File: config.mk
export PLATFORM = sky130hd
export DESIGN_NAME = ddr_capture_sequencer_flat
export DESIGN_NICKNAME = d
export VERILOG_FILES = /design/src/rtl/capture_pkg.sv /design/src/rtl/ddr_capture_sequencer_if.sv /design/src/rtl/capture_wr_stage.sv /design/src/rtl/ddr_capture_sequencer.sv /design/src/flat_wrapper.sv
export SDC_FILE = /design/constraint.sdc
export NUM_CORES = 1
export LEC_CHECK = 0
export BUFFER_PORTS_ARGS = -buffer_cell sky130_fd_sc_hd__buf_2
export CAP_MARGIN = 20
export CORE_MARGIN = 3
export CORE_UTILIZATION = 30
export DETAILED_ROUTE_END_ITERATION = 8
export PLACE_DENSITY = 0.58
export SYNTH_ARGS = -nofsm -noshare
export SYNTH_HDL_FRONTEND = slang
export SYNTH_SLANG_ARGS = --single-unit
File: constraint.sdc
create_clock -name clk -period 5 [get_ports clk]
set_input_delay 0.25 -clock clk [delete_from_list [all_inputs] [get_ports clk]]
set_output_delay 0.25 -clock clk [all_outputs]
set_load 0.01 [all_outputs]
File: src/rtl/capture_pkg.sv
//------------------------------------------------------------------------------
// Module      : capture_pkg
// Description : Shared widths, FSM encoding and buffer-slot address helper for
//               the DDR capture sequencer.
// Revision    : 1.0 - initial release
//------------------------------------------------------------------------------
`default_nettype none

package capture_pkg;

   localparam int ADX_W         = 27;
   localparam int DATA_W        = 128;
   localparam int WORD_ADX_STEP = 8;

   typedef enum logic [2:0] {
      ST_IDLE     = 3'd0,
      ST_PRETRIG  = 3'd1,
      ST_POSTTRIG = 3'd2,
      ST_DRAIN    = 3'd3,
      ST_DONE     = 3'd4,
      ST_READBACK = 3'd5,
      ST_RB_WAIT  = 3'd6
   } cap_state_t;

   // Each 128-bit slot spans WORD_ADX_STEP DDR word addresses.
   function automatic logic [ADX_W-1:0] slot_adx(input logic [ADX_W-1:0] base,
                                                 input logic [ADX_W-1:0] slot);
      return base + slot * ADX_W'(WORD_ADX_STEP);
   endfunction

endpackage

`default_nettype wire

File: src/rtl/ddr_capture_sequencer_if.sv
//------------------------------------------------------------------------------
// Module      : ddr_capture_sequencer_if
// Description : Write/read command ports between the capture sequencer
//               (master) and the DDR2 memory interface (slave).
// Revision    : 1.0 - initial release
//------------------------------------------------------------------------------
`default_nettype none

interface ddr_capture_sequencer_if;
   import capture_pkg::*;

   logic [ADX_W-1:0]  wr_adx_out;
   logic [DATA_W-1:0] wr_data_out;
   logic              write_req;
   logic              write_allowed;
   logic              writes_pending;
   logic [ADX_W-1:0]  rd_adx_out;
   logic              read_req;
   logic              read_allowed;
   logic              reads_pending;

   modport master (
      output wr_adx_out, wr_data_out, write_req, rd_adx_out, read_req,
      input  write_allowed, writes_pending, read_allowed, reads_pending
   );

   modport slave (
      input  wr_adx_out, wr_data_out, write_req, rd_adx_out, read_req,
      output write_allowed, writes_pending, read_allowed, reads_pending
   );

endinterface

`default_nettype wire

File: src/rtl/capture_wr_stage.sv
//------------------------------------------------------------------------------
// Module      : capture_wr_stage
// Description : One-entry write holding register with sample accept/drop
//               decision and the write_req/write_allowed handshake.
// Revision    : 1.0 - initial release
//------------------------------------------------------------------------------
`default_nettype none

module capture_wr_stage
   import capture_pkg::*;
#(
   parameter logic [ADX_W-1:0] BASE_ADX = '0
) (
   input  wire logic              clk,
   input  wire logic              resetn,
   input  wire logic              flush,
   input  wire logic              enable,
   input  wire logic              smp_valid,
   input  wire logic [DATA_W-1:0] smp_data,
   input  wire logic [ADX_W-1:0]  slot_adx_in,
   input  wire logic              write_allowed,
   output logic                   accept,
   output logic                   drop,
   output logic                   write_req,
   output logic [ADX_W-1:0]       wr_adx_out,
   output logic [DATA_W-1:0]      wr_data_out
);

   logic              r_full;
   logic [ADX_W-1:0]  r_adx;
   logic [DATA_W-1:0] r_data;
   logic              w_xfer;

   // A word may enter while the current one is leaving, giving 1 word/cycle.
   assign w_xfer = r_full && write_allowed;
   assign accept = enable && smp_valid && (!r_full || w_xfer);
   assign drop   = enable && smp_valid && !accept;

   always_ff @(posedge clk or negedge resetn) begin
      if (!resetn) begin
         r_full <= 1'b0;
         r_adx  <= BASE_ADX;
         r_data <= '0;
      end else if (flush) begin
         r_full <= 1'b0;
      end else if (accept) begin
         r_full <= 1'b1;
         r_adx  <= slot_adx_in;
         r_data <= smp_data;
      end else if (w_xfer) begin
         r_full <= 1'b0;
      end
   end

   assign write_req   = r_full;
   assign wr_adx_out  = r_adx;
   assign wr_data_out = r_data;

endmodule

`default_nettype wire

File: src/rtl/ddr_capture_sequencer.sv
//------------------------------------------------------------------------------
// Module      : ddr_capture_sequencer
// Description : Streams capture samples into a circular DDR buffer, handles
//               trigger/post-trigger counting and drain, then replays the
//               buffer oldest-first. CAPTURE_DROP_COUNT_EN enables drop_count.
// Revision    : 1.0 - initial release
//------------------------------------------------------------------------------
`default_nettype none

module ddr_capture_sequencer
   import capture_pkg::*;
#(
   parameter int               BUF_LOG2 = 20,
   parameter logic [ADX_W-1:0] BASE_ADX = 27'h0
) (
   input  wire logic              clk,
   input  wire logic              resetn,
   input  wire logic              arm,
   input  wire logic              abort,
   input  wire logic [BUF_LOG2:0] post_count,
   input  wire logic [DATA_W-1:0] smp_data,
   input  wire logic              smp_valid,
   input  wire logic              trigger,
   input  wire logic              rb_start,
   ddr_capture_sequencer_if.master mem,
   output logic [2:0]             state,
   output logic                   overflow,
   output logic [ADX_W-1:0]       trig_adx,
   output logic [BUF_LOG2:0]      rb_len,
   output logic                   rb_done,
   output logic [15:0]            drop_count
);

   localparam logic [BUF_LOG2:0] c_full_len = {1'b1, {BUF_LOG2{1'b0}}};

   cap_state_t          r_state, w_state_nxt;
   logic [BUF_LOG2-1:0] r_wr_ptr, r_rd_ptr, r_rb_base, w_rd_ptr_nxt;
   logic [BUF_LOG2:0]   r_post_cnt, r_post_rem, r_rb_len, r_rd_rem;
   logic [BUF_LOG2:0]   w_post_rem0, w_rd_rem_nxt;
   logic [ADX_W-1:0]    r_trig_adx, r_rd_adx, w_wr_slot_adx;
   logic                r_wrapped, r_overflow, r_read_req, r_rb_done;
   logic                w_capturing, w_accept, w_drop, w_write_req;
   logic                w_arm_ok, w_rb_go, w_rd_xfer, w_trig_hit;

   assign w_capturing   = (r_state == ST_PRETRIG || r_state == ST_POSTTRIG) && !abort;
   assign w_arm_ok      = arm && (r_state == ST_IDLE || r_state == ST_DONE);
   assign w_rb_go       = rb_start && !arm && (r_state == ST_DONE);
   assign w_rd_xfer     = r_read_req && mem.read_allowed;
   assign w_rd_ptr_nxt  = r_rd_ptr + 1'b1;
   assign w_rd_rem_nxt  = r_rd_rem - 1'b1;
   assign w_post_rem0   = (r_post_cnt == '0) ? '0 : r_post_cnt - 1'b1;
   assign w_trig_hit    = (r_state == ST_PRETRIG) && w_accept && trigger;
   assign w_wr_slot_adx = slot_adx(BASE_ADX, ADX_W'(r_wr_ptr));

   capture_wr_stage #(.BASE_ADX(BASE_ADX)) u_wr_stage (
      .clk          (clk),
      .resetn       (resetn),
      .flush        (abort),
      .enable       (w_capturing),
      .smp_valid    (smp_valid),
      .smp_data     (smp_data),
      .slot_adx_in  (w_wr_slot_adx),
      .write_allowed(mem.write_allowed),
      .accept       (w_accept),
      .drop         (w_drop),
      .write_req    (w_write_req),
      .wr_adx_out   (mem.wr_adx_out),
      .wr_data_out  (mem.wr_data_out)
   );

   always_ff @(posedge clk or negedge resetn) begin
      if (!resetn) r_state <= ST_IDLE;
      else         r_state <= w_state_nxt;
   end

   always_comb begin
      w_state_nxt = r_state;
      if (abort) begin
         w_state_nxt = ST_IDLE;
      end else begin
         case (r_state)
            ST_IDLE:     if (arm) w_state_nxt = ST_PRETRIG;
            ST_PRETRIG:  if (w_trig_hit)
                            w_state_nxt = (w_post_rem0 == '0) ? ST_DRAIN : ST_POSTTRIG;
            ST_POSTTRIG: if (w_accept && r_post_rem == 1) w_state_nxt = ST_DRAIN;
            ST_DRAIN:    if (!w_write_req && !mem.writes_pending) w_state_nxt = ST_DONE;
            ST_DONE:     if (arm) w_state_nxt = ST_PRETRIG;
                         else if (rb_start)
                            w_state_nxt = (r_rb_len == '0) ? ST_RB_WAIT : ST_READBACK;
            ST_READBACK: if (w_rd_xfer && w_rd_rem_nxt == '0) w_state_nxt = ST_RB_WAIT;
            ST_RB_WAIT:  if (!mem.reads_pending) w_state_nxt = ST_DONE;
            default:     w_state_nxt = ST_IDLE;
         endcase
      end
   end

   always_ff @(posedge clk or negedge resetn) begin
      if (!resetn) begin
         r_wr_ptr   <= '0;
         r_wrapped  <= 1'b0;
         r_overflow <= 1'b0;
         r_post_cnt <= '0;
         r_post_rem <= '0;
         r_trig_adx <= BASE_ADX;
         r_rb_base  <= '0;
         r_rb_len   <= '0;
         r_rd_ptr   <= '0;
         r_rd_rem   <= '0;
         r_rd_adx   <= BASE_ADX;
         r_read_req <= 1'b0;
         r_rb_done  <= 1'b0;
      end else begin
         r_rb_done <= 1'b0;
         if (abort) begin
            r_read_req <= 1'b0;
         end else begin
            if (w_arm_ok) begin
               r_wr_ptr   <= '0;
               r_wrapped  <= 1'b0;
               r_overflow <= 1'b0;
               r_post_cnt <= post_count;
            end
            if (w_accept) begin
               r_wr_ptr <= r_wr_ptr + 1'b1;
               if (&r_wr_ptr) r_wrapped <= 1'b1;
            end
            if (w_drop) r_overflow <= 1'b1;
            if (w_trig_hit) begin
               r_trig_adx <= w_wr_slot_adx;
               r_post_rem <= w_post_rem0;
            end else if (r_state == ST_POSTTRIG && w_accept) begin
               r_post_rem <= r_post_rem - 1'b1;
            end
            // Oldest word sits at the write pointer once the buffer has wrapped.
            if (r_state == ST_DRAIN && w_state_nxt == ST_DONE) begin
               r_rb_base <= r_wrapped ? r_wr_ptr : '0;
               r_rb_len  <= r_wrapped ? c_full_len : {1'b0, r_wr_ptr};
            end
            if (w_rb_go) begin
               r_rd_ptr   <= r_rb_base;
               r_rd_rem   <= r_rb_len;
               r_read_req <= (r_rb_len != '0);
               r_rd_adx   <= slot_adx(BASE_ADX, ADX_W'(r_rb_base));
            end else if (r_state == ST_READBACK && w_rd_xfer) begin
               r_rd_ptr   <= w_rd_ptr_nxt;
               r_rd_rem   <= w_rd_rem_nxt;
               r_read_req <= (w_rd_rem_nxt != '0);
               r_rd_adx   <= slot_adx(BASE_ADX, ADX_W'(w_rd_ptr_nxt));
            end
            if (r_state == ST_RB_WAIT && !mem.reads_pending) r_rb_done <= 1'b1;
         end
      end
   end

`ifdef CAPTURE_DROP_COUNT_EN
   logic [15:0] r_drop_count;

   always_ff @(posedge clk or negedge resetn) begin
      if (!resetn) begin
         r_drop_count <= '0;
      end else if (!abort) begin
         if (w_arm_ok)                               r_drop_count <= '0;
         else if (w_drop && r_drop_count != 16'hFFFF) r_drop_count <= r_drop_count + 1'b1;
      end
   end

   assign drop_count = r_drop_count;
`else
   assign drop_count = '0;
`endif

   assign state        = r_state;
   assign overflow     = r_overflow;
   assign trig_adx     = r_trig_adx;
   assign rb_len       = r_rb_len;
   assign rb_done      = r_rb_done;
   assign mem.write_req  = w_write_req;
   assign mem.read_req   = r_read_req;
   assign mem.rd_adx_out = r_rd_adx;

endmodule

`default_nettype wire
File: src/flat_wrapper.sv
// flat-port wrapper written by rule: the top's interface ports become plain ports
module ddr_capture_sequencer_flat import capture_pkg::*;
#(
   parameter int               BUF_LOG2 = 20,
   parameter logic [ADX_W-1:0] BASE_ADX = 27'h0
)
  (clk, resetn, arm, abort, post_count, smp_data, smp_valid, trigger, rb_start, state, overflow, trig_adx, rb_len, rb_done, drop_count, mem_wr_adx_out, mem_wr_data_out, mem_write_req, mem_rd_adx_out, mem_read_req, mem_write_allowed, mem_writes_pending, mem_read_allowed, mem_reads_pending);
  ddr_capture_sequencer_if mem_i ();
  input  wire logic clk;
  input  wire logic resetn;
  input  wire logic arm;
  input  wire logic abort;
  input  wire logic [BUF_LOG2:0] post_count;
  input  wire logic [DATA_W-1:0] smp_data;
  input  wire logic smp_valid;
  input  wire logic trigger;
  input  wire logic rb_start;
  output logic [2:0] state;
  output logic overflow;
  output logic [ADX_W-1:0] trig_adx;
  output logic [BUF_LOG2:0] rb_len;
  output logic rb_done;
  output logic [15:0] drop_count;
  output wire logic [$bits(mem_i.wr_adx_out)-1:0] mem_wr_adx_out;
  output wire logic [$bits(mem_i.wr_data_out)-1:0] mem_wr_data_out;
  output wire logic [$bits(mem_i.write_req)-1:0] mem_write_req;
  output wire logic [$bits(mem_i.rd_adx_out)-1:0] mem_rd_adx_out;
  output wire logic [$bits(mem_i.read_req)-1:0] mem_read_req;
  input wire logic [$bits(mem_i.write_allowed)-1:0] mem_write_allowed;
  input wire logic [$bits(mem_i.writes_pending)-1:0] mem_writes_pending;
  input wire logic [$bits(mem_i.read_allowed)-1:0] mem_read_allowed;
  input wire logic [$bits(mem_i.reads_pending)-1:0] mem_reads_pending;
  assign mem_wr_adx_out = mem_i.wr_adx_out;
  assign mem_wr_data_out = mem_i.wr_data_out;
  assign mem_write_req = mem_i.write_req;
  assign mem_rd_adx_out = mem_i.rd_adx_out;
  assign mem_read_req = mem_i.read_req;
  assign mem_i.write_allowed = mem_write_allowed;
  assign mem_i.writes_pending = mem_writes_pending;
  assign mem_i.read_allowed = mem_read_allowed;
  assign mem_i.reads_pending = mem_reads_pending;
  ddr_capture_sequencer #(.BUF_LOG2(BUF_LOG2), .BASE_ADX(BASE_ADX)) u_core (.clk(clk), .resetn(resetn), .arm(arm), .abort(abort), .post_count(post_count), .smp_data(smp_data), .smp_valid(smp_valid), .trigger(trigger), .rb_start(rb_start), .mem(mem_i), .state(state), .overflow(overflow), .trig_adx(trig_adx), .rb_len(rb_len), .rb_done(rb_done), .drop_count(drop_count));
endmodule
==> flow_metrics.py, run 1 <==
metrics = {
    "cells_and_area": {
        "layout.filler_cells": 4676,
        "final_core_utilization_pct": 41.6,
        "final_layout_size_suffix_gt1_share_pct": 22.7,
        "area_delta_synth_final_pct": 35.4,
        "finalNetCount": 2331,
    },
    "cts": {
        "tritoncts_clock_tree": "done",
        "tritoncts.num_buffers": 39,
        "postCtsSetupBuffers": 0,
        "cts-root-to-sink-buffers": 3,
        "worst_skew_pair.late_latency_ps": 550,
        "clock-root-buffer": "clkbuf_16",
        "cts_max_level": 2,
        "clk_transition_reported_paths_ps": 60,
        "cts.sinks": 320,
    },
    "place": {
        "gp_congestion": 0.847,
        "numPortBuffers": 375,
        "place_ws_ps": 1810,
        "hpwl_mm": 32.1,
    },
    "global_route": {
        "globalRoute.busiestLayer": "met2",
        "initial_antenna_violation_count": 1,
        "first_global_vias": 13527,
        "grt_max_degree": 117,
        "globalRouteMet2Util_pct": 28.6,
        "grt_pass1_wl_mm": 75.5,
        "gr-usage-met3_pct": 4.13,
        "grt_util_met1_pct": 22.9,
        "global_route.overflow_total": 0,
        "global_route.usage.total_pct": 17.8,
    },
    "min_path": {
        "hold_end": "u_core.rb_done",
        "hold_path_class": "in2reg",
        "min_from": "mem_reads_pending",
        "hold_depth": 3,
    },
    "power_and_ir_drop": {
        "ir_drop_worst_case_vdd_mv": 0.261,
        "power.leakage_uw": 0.0104,
        "pwr_cell_area_nw_per_um2": 413,
    },
    "routing": {
        "post_detailed_route_via_to_cell_ratio": 4.76,
        "detailroute.via_count": 13561,
        "detail_route.wl_per_cell_um": 16.7,
        "routed_wirelength_mm": 47.6,
        "first_iter_violations": 862,
        "drc_errors": 0,
        "antenna_violating_nets_post_route": 0,
        "drt-pass1-iter-count": 6,
    },
    "synthesis": {
        "synth_ff_type": "dfrtp_1",
        "syn_inst": 1689,
        "synth_area_leaders": "dfrtp_1 (54%), nand2_1 (16%), a21oi_1 (2.2%)",
        "synth_most_common_cell": "nand2_1",
        "number_of_warnings_printed_during_yosys_synthesis": 0,
        "post_synth_design_cell_area_um2": 14800,
        "synth.cells.most_frequent": "nand2_1 (651), dfrtp_1 (320), clkbuf_1 (77)",
        "synth_top_area_share_pct": 54.0,
        "seq_area_frac_synth_pct": 54.0,
        "flop_and_latch_count_out_of_synthesis": 320,
        "synth.largest_area_cell": "dfrtp_1",
        "asyncSetResetFlopFracSynth_pct": 100,
        "number_of_synthesized_flops_with_an_enable_pin": 0,
        "synth.avg_cell_area_um2": 8.79,
        "netlist-cell-type-count": 63,
    },
    "setup_path": {
        "r2r_slack_ps": 1840,
        "worst_ep_arrival_time_ps": 3560,
        "critical-path-slowest-cell": "buf_4",
        "worst_setup_path_startpoint": "u_core.state[1]",
        "worstPathCellList": "xor2_1 -> and4_4 -> buf_4 -> nand4_1 -> xor2_1 -> nor2_1",
        "worst_path_most_repeated_cell": "xor2_1",
        "worstPathRequired_ps": 5400,
        "worstReg2RegEnd": "u_core.r_wr_ptr[3]",
        "r2r_cells": 6,
        "end_kind": "register",
        "path_max_fanout": 96,
        "critical_path_source_type": "register",
        "crit_type": "reg2reg",
        "slowest_delay_ps": 860,
        "rr_startpoint": "u_core.state[1]",
    },
    "floorplan": {
        "die_width_um": 228,
        "core_area_um2": 48300,
        "floorplan.io_pins": 413,
        "rows": 80,
        "initial_core_util_pct": 30.7,
        "die_y_extent_um": 228,
        "die_area_um2": 52200,
    },
    "sta": {
        "whs_ps": 74.4,
        "slew-limit-headroom_pct": 34.6,
        "max_slew.worst_pin.slew_ps": 981,
        "worst_clock_skew_ps": 22.3,
        "period_share_pct": 63.2,
        "post-route-min-period_ps": 3160,
        "finalMaxSlewViolations": 0,
        "post-route-worst-setup-slack_ps": 1840,
        "final-hold-violation-count": 0,
        "setup_viol": 0,
        "maxClockFrequency_ghz": 0.316,
        "rsz0062_at_grt": "false",
        "setup_total_negative_slack_ps": 0,
    },
    "status": {
        "status": "finished clean",
    },
    "run": {
        "cap_violations": 0,
    },
}
-- where the power goes --
group,internal [uW],switching (uW),leakage [uW]
Clock,1980,1180,0.000699
Sequential,3080,378,0.00420
Combinational,713,978,0.00549
-- logic make-up after synthesis --
kind of cell / synth area share (%)
xor gates and xnor gates: 3.19
adders and majority gates: 0.590
buffers and inverters: 5.18
other: 0.0253
and+or+nand+nor: 27.3
AOI/OAI and AO/OA: 7.89
DFF: 54.0
muxes: 1.86
-- per-stage QoR --
step                total power [uW]  cells  area (um^2)
floorplan                       4310   1725        15000
global placement                5040   2626        17100
detailed placement              5080   2626        17100
CTS                             8400   2845        20100
global route                    8750   2848        20100
finish                          8300   2848        20100
-- worst max-delay path: cells and delay by family, from the launching register on --
family        cells  cell delay (ps)
xor+xnor          2              450
simple gates      3              960
buf+inv           1              860
flops             1              710
-- sequential cells by signal, summed over array words and instances, names as in the netlist --
signal	flops
u_core.mem.read_req	1
u_core.trig_adx	20
u_core.u_wr_stage.wr_data_out	128
u_core.overflow	1
u_core.u_wr_stage.wr_adx_out	20
u_core.mem.rd_adx_out	20
u_core.r_wr_ptr	20
u_core.state	3
u_core.r_wrapped	1
u_core.r_post_rem	21
u_core.r_rd_rem	21
u_core.u_wr_stage.write_req	1
u_core.rb_len	21
u_core.rb_done	1
u_core.r_post_cnt	21
u_core.r_rb_base	20
-- worst max-delay path by stage --
| stage | endpoint | slack [ps] | depth (start not counted) |
|---|---|---|---|
| final | u_core.r_wr_ptr[3] | 1840 | 6 |
| after global routing | u_core.r_wr_ptr[3] | 1550 | 6 |
| after CTS | u_core.r_wr_ptr[3] | 1790 | 6 |
| after detailed placement | u_core.r_wr_ptr[3] | 1810 | 6 |
| after global placement | u_core.r_wr_ptr[3] | 1810 | 6 |
| after floorplan | u_core.state[0] | 2620 | 10 |
-- layout by cell type (no fill, tap or decap), types with 18 or more instances in the layout --
master         synthesis  routed
inv_1                 18      18
buf_2                 16     374
xnor2_1               27      27
o22ai_1               35      35
nor3_1                25      24
nand2_1              651     651
mux2_2                21      21
nand3_1               58      57
clkbuf_16              0      40
o21ai_0               58      58
dfrtp_1              320     320
dlygate4sd3_1          0     151
conb_1                 1      37
nor2_1                61      60
nand3b_1              23      23
a21oi_1               65      65
xor2_1                27      27
-- area by class of cell --
type | count | area (um^2) | share of cell area (%)
repair buffers | 540 | 3550 | 17.7
diodes | 1 | 2.50 | 0.0124
multi-input cells | 1245 | 6220 | 31.0
clock inverters | 20 | 342 | 1.70
flip-flops and latches | 320 | 8010 | 39.8
clock buffers | 48 | 1090 | 5.43
well taps | 656 | 821 | 4.08
inverters | 18 | 67.6 | 0.336
-- what timing repair did --
action                    4_1_cts  5_1_grt
resized for setup               0        0
hold endpoints to repair      249        0
hold buffers                  151        0
-- layer usage --
| layer | share of wire [%] | wire [um] | vias up |
|---|---|---|---|
| met5 | 0 | 0 | - |
| met4 | 3.6 | 1730 | 0 |
| met3 | 6.4 | 3060 | 91 |
| met2 | 47 | 22200 | 453 |
| met1 | 43 | 20500 | 6556 |
| li1 | - | - | 6461 |
Note: power is estimated with default switching activity, not from simulation.
==> run 2: changes to the inputs <==
clock period = 3.1 ns   (was 5 ns; I/O delays follow)
==> run 2 against run 1 <==
Against the previous run:
- sequential share of layout area increased by 0.12 points
- die area unchanged
- via count rose by 0.15%
- combinational power rose by 63%
- fmax grew 17%
- largest cell class unchanged
==> flow_metrics.py, run 2 (synthesis gave the netlist of run 1 again) <==
metrics = {
    "status": {
        "status": "finished clean",
    },
    "setup_path": {
        "crit_type": "reg2reg",
        "path_max_fanout": 7,
        "worst_ep_arrival_time_ps": 3140,
        "r2r_slack_ps": 390,
        "rr_startpoint": "u_core.r_rd_rem[1]",
        "worstReg2RegEnd": "u_core.state[0]",
        "critical_path_source_type": "register",
        "end_kind": "register",
        "r2r_cells": 9,
        "worstPathRequired_ps": 3530,
        "worst_setup_path_startpoint": "u_core.r_rd_rem[1]",
    },
    "floorplan": {
        "die_width_um": 228,
        "die_area_um2": 52200,
        "initial_core_util_pct": 30.7,
        "core_area_um2": 48300,
        "rows": 80,
        "floorplan.io_pins": 413,
        "die_y_extent_um": 228,
    },
    "cells_and_area": {
        "final_layout_size_suffix_gt1_share_pct": 22.9,
        "largest_reg_flops": 128,
        "layout_common_cells": "nand2_1 (651), buf_2 (374), dfrtp_1 (320)",
        "commonest_non_fill_non_tap_cell_in_the_layout": "nand2_1",
        "final_standard_cell_count_with_taps_included_and_fillers_excluded": 2865,
        "finalNetCount": 2346,
        "layout.filler_cells": 4711,
        "area_delta_synth_final_pct": 35.0,
    },
    "sta": {
        "slew-limit-headroom_pct": 38.3,
        "post-route-min-period_ps": 2710,
        "maxClockFrequency_ghz": 0.369,
        "max_slew.worst_pin.slew_ps": 925,
        "worst_clock_skew_ps": 23.6,
        "setup_viol": 0,
        "final-hold-violation-count": 0,
        "finalMaxSlewViolations": 0,
        "period_share_pct": 87.5,
        "rsz0062_at_grt": "false",
        "setup_total_negative_slack_ps": 0,
    },
    "min_path": {
        "hold_end": "u_core.r_wr_ptr[1]",
        "hold_depth": 4,
        "min_from": "smp_valid",
        "hold_path_class": "in2reg",
    },
    "routing": {
        "drt-pass1-iter-count": 5,
        "antenna_violating_nets_post_route": 0,
        "detailroute.via_count": 13581,
        "detail_route.wl_per_cell_um": 16.6,
        "routed_wirelength_mm": 47.4,
        "first_iter_violations": 647,
        "post_detailed_route_via_to_cell_ratio": 4.74,
        "drc_errors": 0,
    },
    "global_route": {
        "initial_antenna_violation_count": 1,
        "globalRouteMet2Util_pct": 29.0,
        "global_route.overflow_total": 0,
        "first_global_vias": 13679,
        "grt_util_met1_pct": 22.9,
        "gr-usage-met3_pct": 4.51,
        "grt_pass1_wl_mm": 75.7,
        "grt_max_degree": 152,
        "globalRoute.busiestLayer": "met2",
        "global_route.usage.total_pct": 17.8,
    },
    "power_and_ir_drop": {
        "pwr_cell_area_nw_per_um2": 634,
        "ir_drop_worst_case_vdd_mv": 0.508,
        "total_power_uw": 12700,
        "power.leakage_uw": 0.0104,
    },
    "cts": {
        "tritoncts.num_buffers": 39,
        "post_cts.resized_instances": 0,
        "cts.sinks": 320,
        "clock-root-buffer": "clkbuf_16",
        "cts.hold.buffers_added": 153,
        "worst_skew_pair.late_latency_ps": 560,
        "cts-root-to-sink-buffers": 3,
        "tritoncts_clock_tree": "done",
        "clk_transition_reported_paths_ps": 60,
        "postCtsSetupBuffers": 0,
        "cts_max_level": 2,
    },
    "run": {
        "cap_violations": 0,
    },
    "place": {
        "numPortBuffers": 375,
        "gp_congestion": 0.863,
        "dp_cells": 2640,
        "hpwl_mm": 32.2,
    },
}
-- run 2: cell type report --
type                       count  area (um^2)  area share (%)
multi-input combinational   1245         6220            31.0
antenna                        1         2.50          0.0125
tap                          656          821            4.10
timing repair buffer         555         3700            18.5
inverter                      18         67.6           0.337
clock buffer                  54         1090            5.45
clock inverter                16          128           0.637
sequential                   320         8010            40.0
-- run 2: metrics by stage --
| stage | setup WS [ps] | hold slack (ps) | instance area (um^2) | utilization, % |
|---|---|---|---|---|
| 6_report | 389 | 32.1 | 20000 | 41.5 |
| 5_1_grt | 174 | 41.7 | 20000 | 41.5 |
| 4_1_cts | 415 | 6.38 | 20000 | 41.4 |
| 3_5_place_dp | 421 | 264 | 17300 | 35.7 |
| 3_3_place_gp | 491 | 261 | 17300 | 35.7 |
| 2_1_floorplan | 719 | -141 | 15000 | - |
-- run 2: worst max path at each step --
stage,to,slack [ps],cells past startpoint
2_1_floorplan,u_core.state[0],720,10
3_3_place_gp,u_core.state[0],490,9
3_5_place_dp,u_core.r_post_rem[4],420,9
4_1_cts,u_core.r_post_rem[6],410,9
5_1_grt,u_core.r_post_rem[9],170,9
6_report,u_core.state[0],390,9
-- run 2: routing by layer --
metal  vias to the layer above  share of wire, %
li1                       6501                 -
met1                      6485                43
met2                       498                47
met3                        97               6.9
met4                         0               3.5
met5                         -                 0
-- run 2: critical path: stages, from the launching register on --
cell      delay, ps
dfrtp_1         420
inv_1           120
ha_1            230
nor4b_1         380
and3_1          360
nand4_1         150
xor2_1          250
nand4b_1        190
a211oi_1        360
o211ai_1        120
-- run 2: where the power goes --
part           internal [uW]  switching, uW  total (uW)
Sequential              4960            602        5560
Clock                   2560           1840        4390
Combinational           1170           1590        2750
==> run 3: changes to the inputs <==
PLACE_DENSITY = 0.57   (was 0.58)
==> run 3 against run 2 <==
Against the previous run:
- non-clock buffer count is 5 lower
- clock-buffer cell count grew 5
- critical endpoint unchanged
- fmax fell by 1.7%
- largest cell class unchanged
- final cell count decreased by 0.31%
==> flow_metrics.py, run 3 (synthesis gave the netlist of run 1 again) <==
metrics = {
    "cells_and_area": {
        "commonest_non_fill_non_tap_cell_in_the_layout": "nand2_1",
        "stdcell_area_um2": 20000,
        "layout_common_cells": "nand2_1 (651), buf_2 (374), dfrtp_1 (320)",
        "final-seq-area_um2": 8010,
        "layout.filler_cells": 4685,
        "finalNetCount": 2340,
        "multiInputGateArea_um2": 6220,
        "final_layout_size_suffix_gt1_share_pct": 22.3,
        "largest_reg_flops": 128,
        "area_delta_synth_final_pct": 34.7,
    },
    "setup_path": {
        "path_max_fanout": 7,
        "r2r_cells": 10,
        "worstPathRequired_ps": 3510,
        "slowest_delay_ps": 430,
        "crit_type": "reg2reg",
        "critical-path-slowest-cell": "dfrtp_1",
        "r2r_slack_ps": 340,
        "worstReg2RegEnd": "u_core.state[0]",
        "worst_ep_arrival_time_ps": 3170,
        "critical_path_source_type": "register",
        "worstPathCellList": "inv_1 -> ha_1 -> nor4b_1 -> buf_4 -> and3_1 -> nand4_1 -> xor2_1 -> nand4b_1 -> a211oi_1 -> o211ai_1",
        "rr_startpoint": "u_core.r_rd_rem[1]",
        "end_kind": "register",
    },
    "sta": {
        "worst_clock_skew_ps": 15.5,
        "rsz0062_at_grt": "false",
        "slew-limit-headroom_pct": 34.5,
        "max_slew.worst_pin.slew_ps": 983,
        "maxClockFrequency_ghz": 0.362,
        "post-route-worst-setup-slack_ps": 340,
        "final-hold-violation-count": 0,
        "period_share_pct": 89.0,
        "post-route-min-period_ps": 2760,
        "finalMaxSlewViolations": 0,
        "whs_ps": 51.7,
        "setup_total_negative_slack_ps": 0,
        "setup_viol": 0,
    },
    "place": {
        "postPlaceCellArea_um2": 17200,
        "numPortBuffers": 375,
        "hpwl_mm": 32.9,
        "place_ws_ps": 412,
        "gp_congestion": 0.843,
    },
    "routing": {
        "drc_errors": 0,
        "first_iter_violations": 745,
        "post_detailed_route_via_to_cell_ratio": 4.72,
        "detailroute.via_count": 13468,
        "drt-pass1-iter-count": 5,
        "routed_wirelength_mm": 48.3,
        "detail_route.wl_per_cell_um": 16.9,
        "antenna_violating_nets_post_route": 0,
    },
    "cts": {
        "tritoncts.num_buffers": 38,
        "clk_transition_reported_paths_ps": 60,
        "cts-root-to-sink-buffers": 3,
        "cts.sinks": 320,
        "tritoncts_clock_tree": "done",
        "clock-root-buffer": "clkbuf_16",
        "post_cts.resized_instances": 0,
        "cts_max_level": 2,
        "worst_skew_pair.late_latency_ps": 550,
    },
    "floorplan": {
        "die_y_extent_um": 228,
        "initial_core_util_pct": 30.7,
        "core_area_um2": 48300,
        "die_area_um2": 52200,
        "floorplan.io_pins": 413,
        "rows": 80,
        "die_width_um": 228,
    },
    "min_path": {
        "hold_path_class": "in2reg",
        "hold_end": "u_core.u_wr_stage.write_req",
        "min_from": "mem_write_allowed",
        "hold_depth": 3,
    },
    "power_and_ir_drop": {
        "ir_drop_worst_case_vdd_mv": 0.472,
        "power.leakage_uw": 0.0103,
        "pwr_cell_area_nw_per_um2": 639,
    },
    "global_route": {
        "grt_pass1_wl_mm": 77.4,
        "global_route.overflow_total": 0,
        "initial_antenna_violation_count": 1,
        "global_route.usage.total_pct": 18.3,
        "first_global_vias": 13858,
        "grt_max_degree": 152,
    },
    "status": {
        "status": "finished clean",
    },
    "run": {
        "cap_violations": 0,
    },
}
==> run 3: cell count changes in the layout (fill, tap and decap cells not counted), sizes merged <==
| cell | before | now |
|---|---|---|
| clkinvlp | 3 | 0 |
| buf | 402 | 397 |
| diode | 1 | 2 |
| clkinv | 9 | 4 |
| bufinv | 1 | 2 |
| clkbuf | 54 | 59 |
| inv | 21 | 18 |
==> run 3: cell type report <==
cell class | instances | share of cell area, %
Clock inverter | 6 | 0.401
Timing Repair Buffer | 550 | 18.2
Multi-Input combinational cell | 1245 | 31.1
Sequential cell | 320 | 40.1
Clock buffer | 59 | 5.72
Tap cell | 656 | 4.11
Inverter | 18 | 0.338
Antenna cell | 2 | 0.0250
==> run 3: repair_timing <==
| action | in CTS | in global routing |
|---|---|---|
| buffers inserted | 0 | 0 |
| endpoints found under the hold margin | 230 | 0 |
| hold buffers | 153 | 0 |
==> run 3: how the worst max path moves through the flow <==
stage,from,to,depth (start not counted)
after CTS,u_core.r_rd_rem[1],u_core.state[0],10
final,u_core.r_rd_rem[1],u_core.state[0],10
after global placement,u_core.r_rd_rem[0],u_core.state[0],10
after floorplan,u_core.r_rd_rem[0],u_core.state[0],10
after global routing,u_core.r_rd_rem[1],u_core.state[0],10
after detailed placement,u_core.r_rd_rem[1],u_core.state[0],10
==> run 3: where the power goes <==
group          internal [uW]  switching [uW]  leakage (uW)
clock network           2690            1780      0.000600
registers               4960             612       0.00420
logic                   1160            1580       0.00555
==> run 3: metal layers <==
layer  vias up  track usage, %  wire length, um
met5         -               0                0
met4         0            5.94             1410
met3        80            4.32             3210
met2       450            30.3            23000
met1      6469            23.6            20700
li1       6469               -                -
==> run 3: per-stage QoR <==
step           total power, uW  util, %  instances
2_1_floorplan             6950        -       1725
3_3_place_gp              8150     35.6       2636
3_5_place_dp              8190     35.6       2636
4_1_cts                  12900     41.3       2854
5_1_grt                  13500     41.3       2855
6_report                 12800     41.3       2856
==> run 3: worst max-delay path, delay by kind of cell, from the launching register on <==
kind                       cells  cell delay (ps)
and+or+nand+nor                4              930
AOI/OAI and AO/OA              2              490
DFF                            1              430
buffers and inverters          2              310
adders and majority gates      1              240
xor gates and xnor gates       1              240
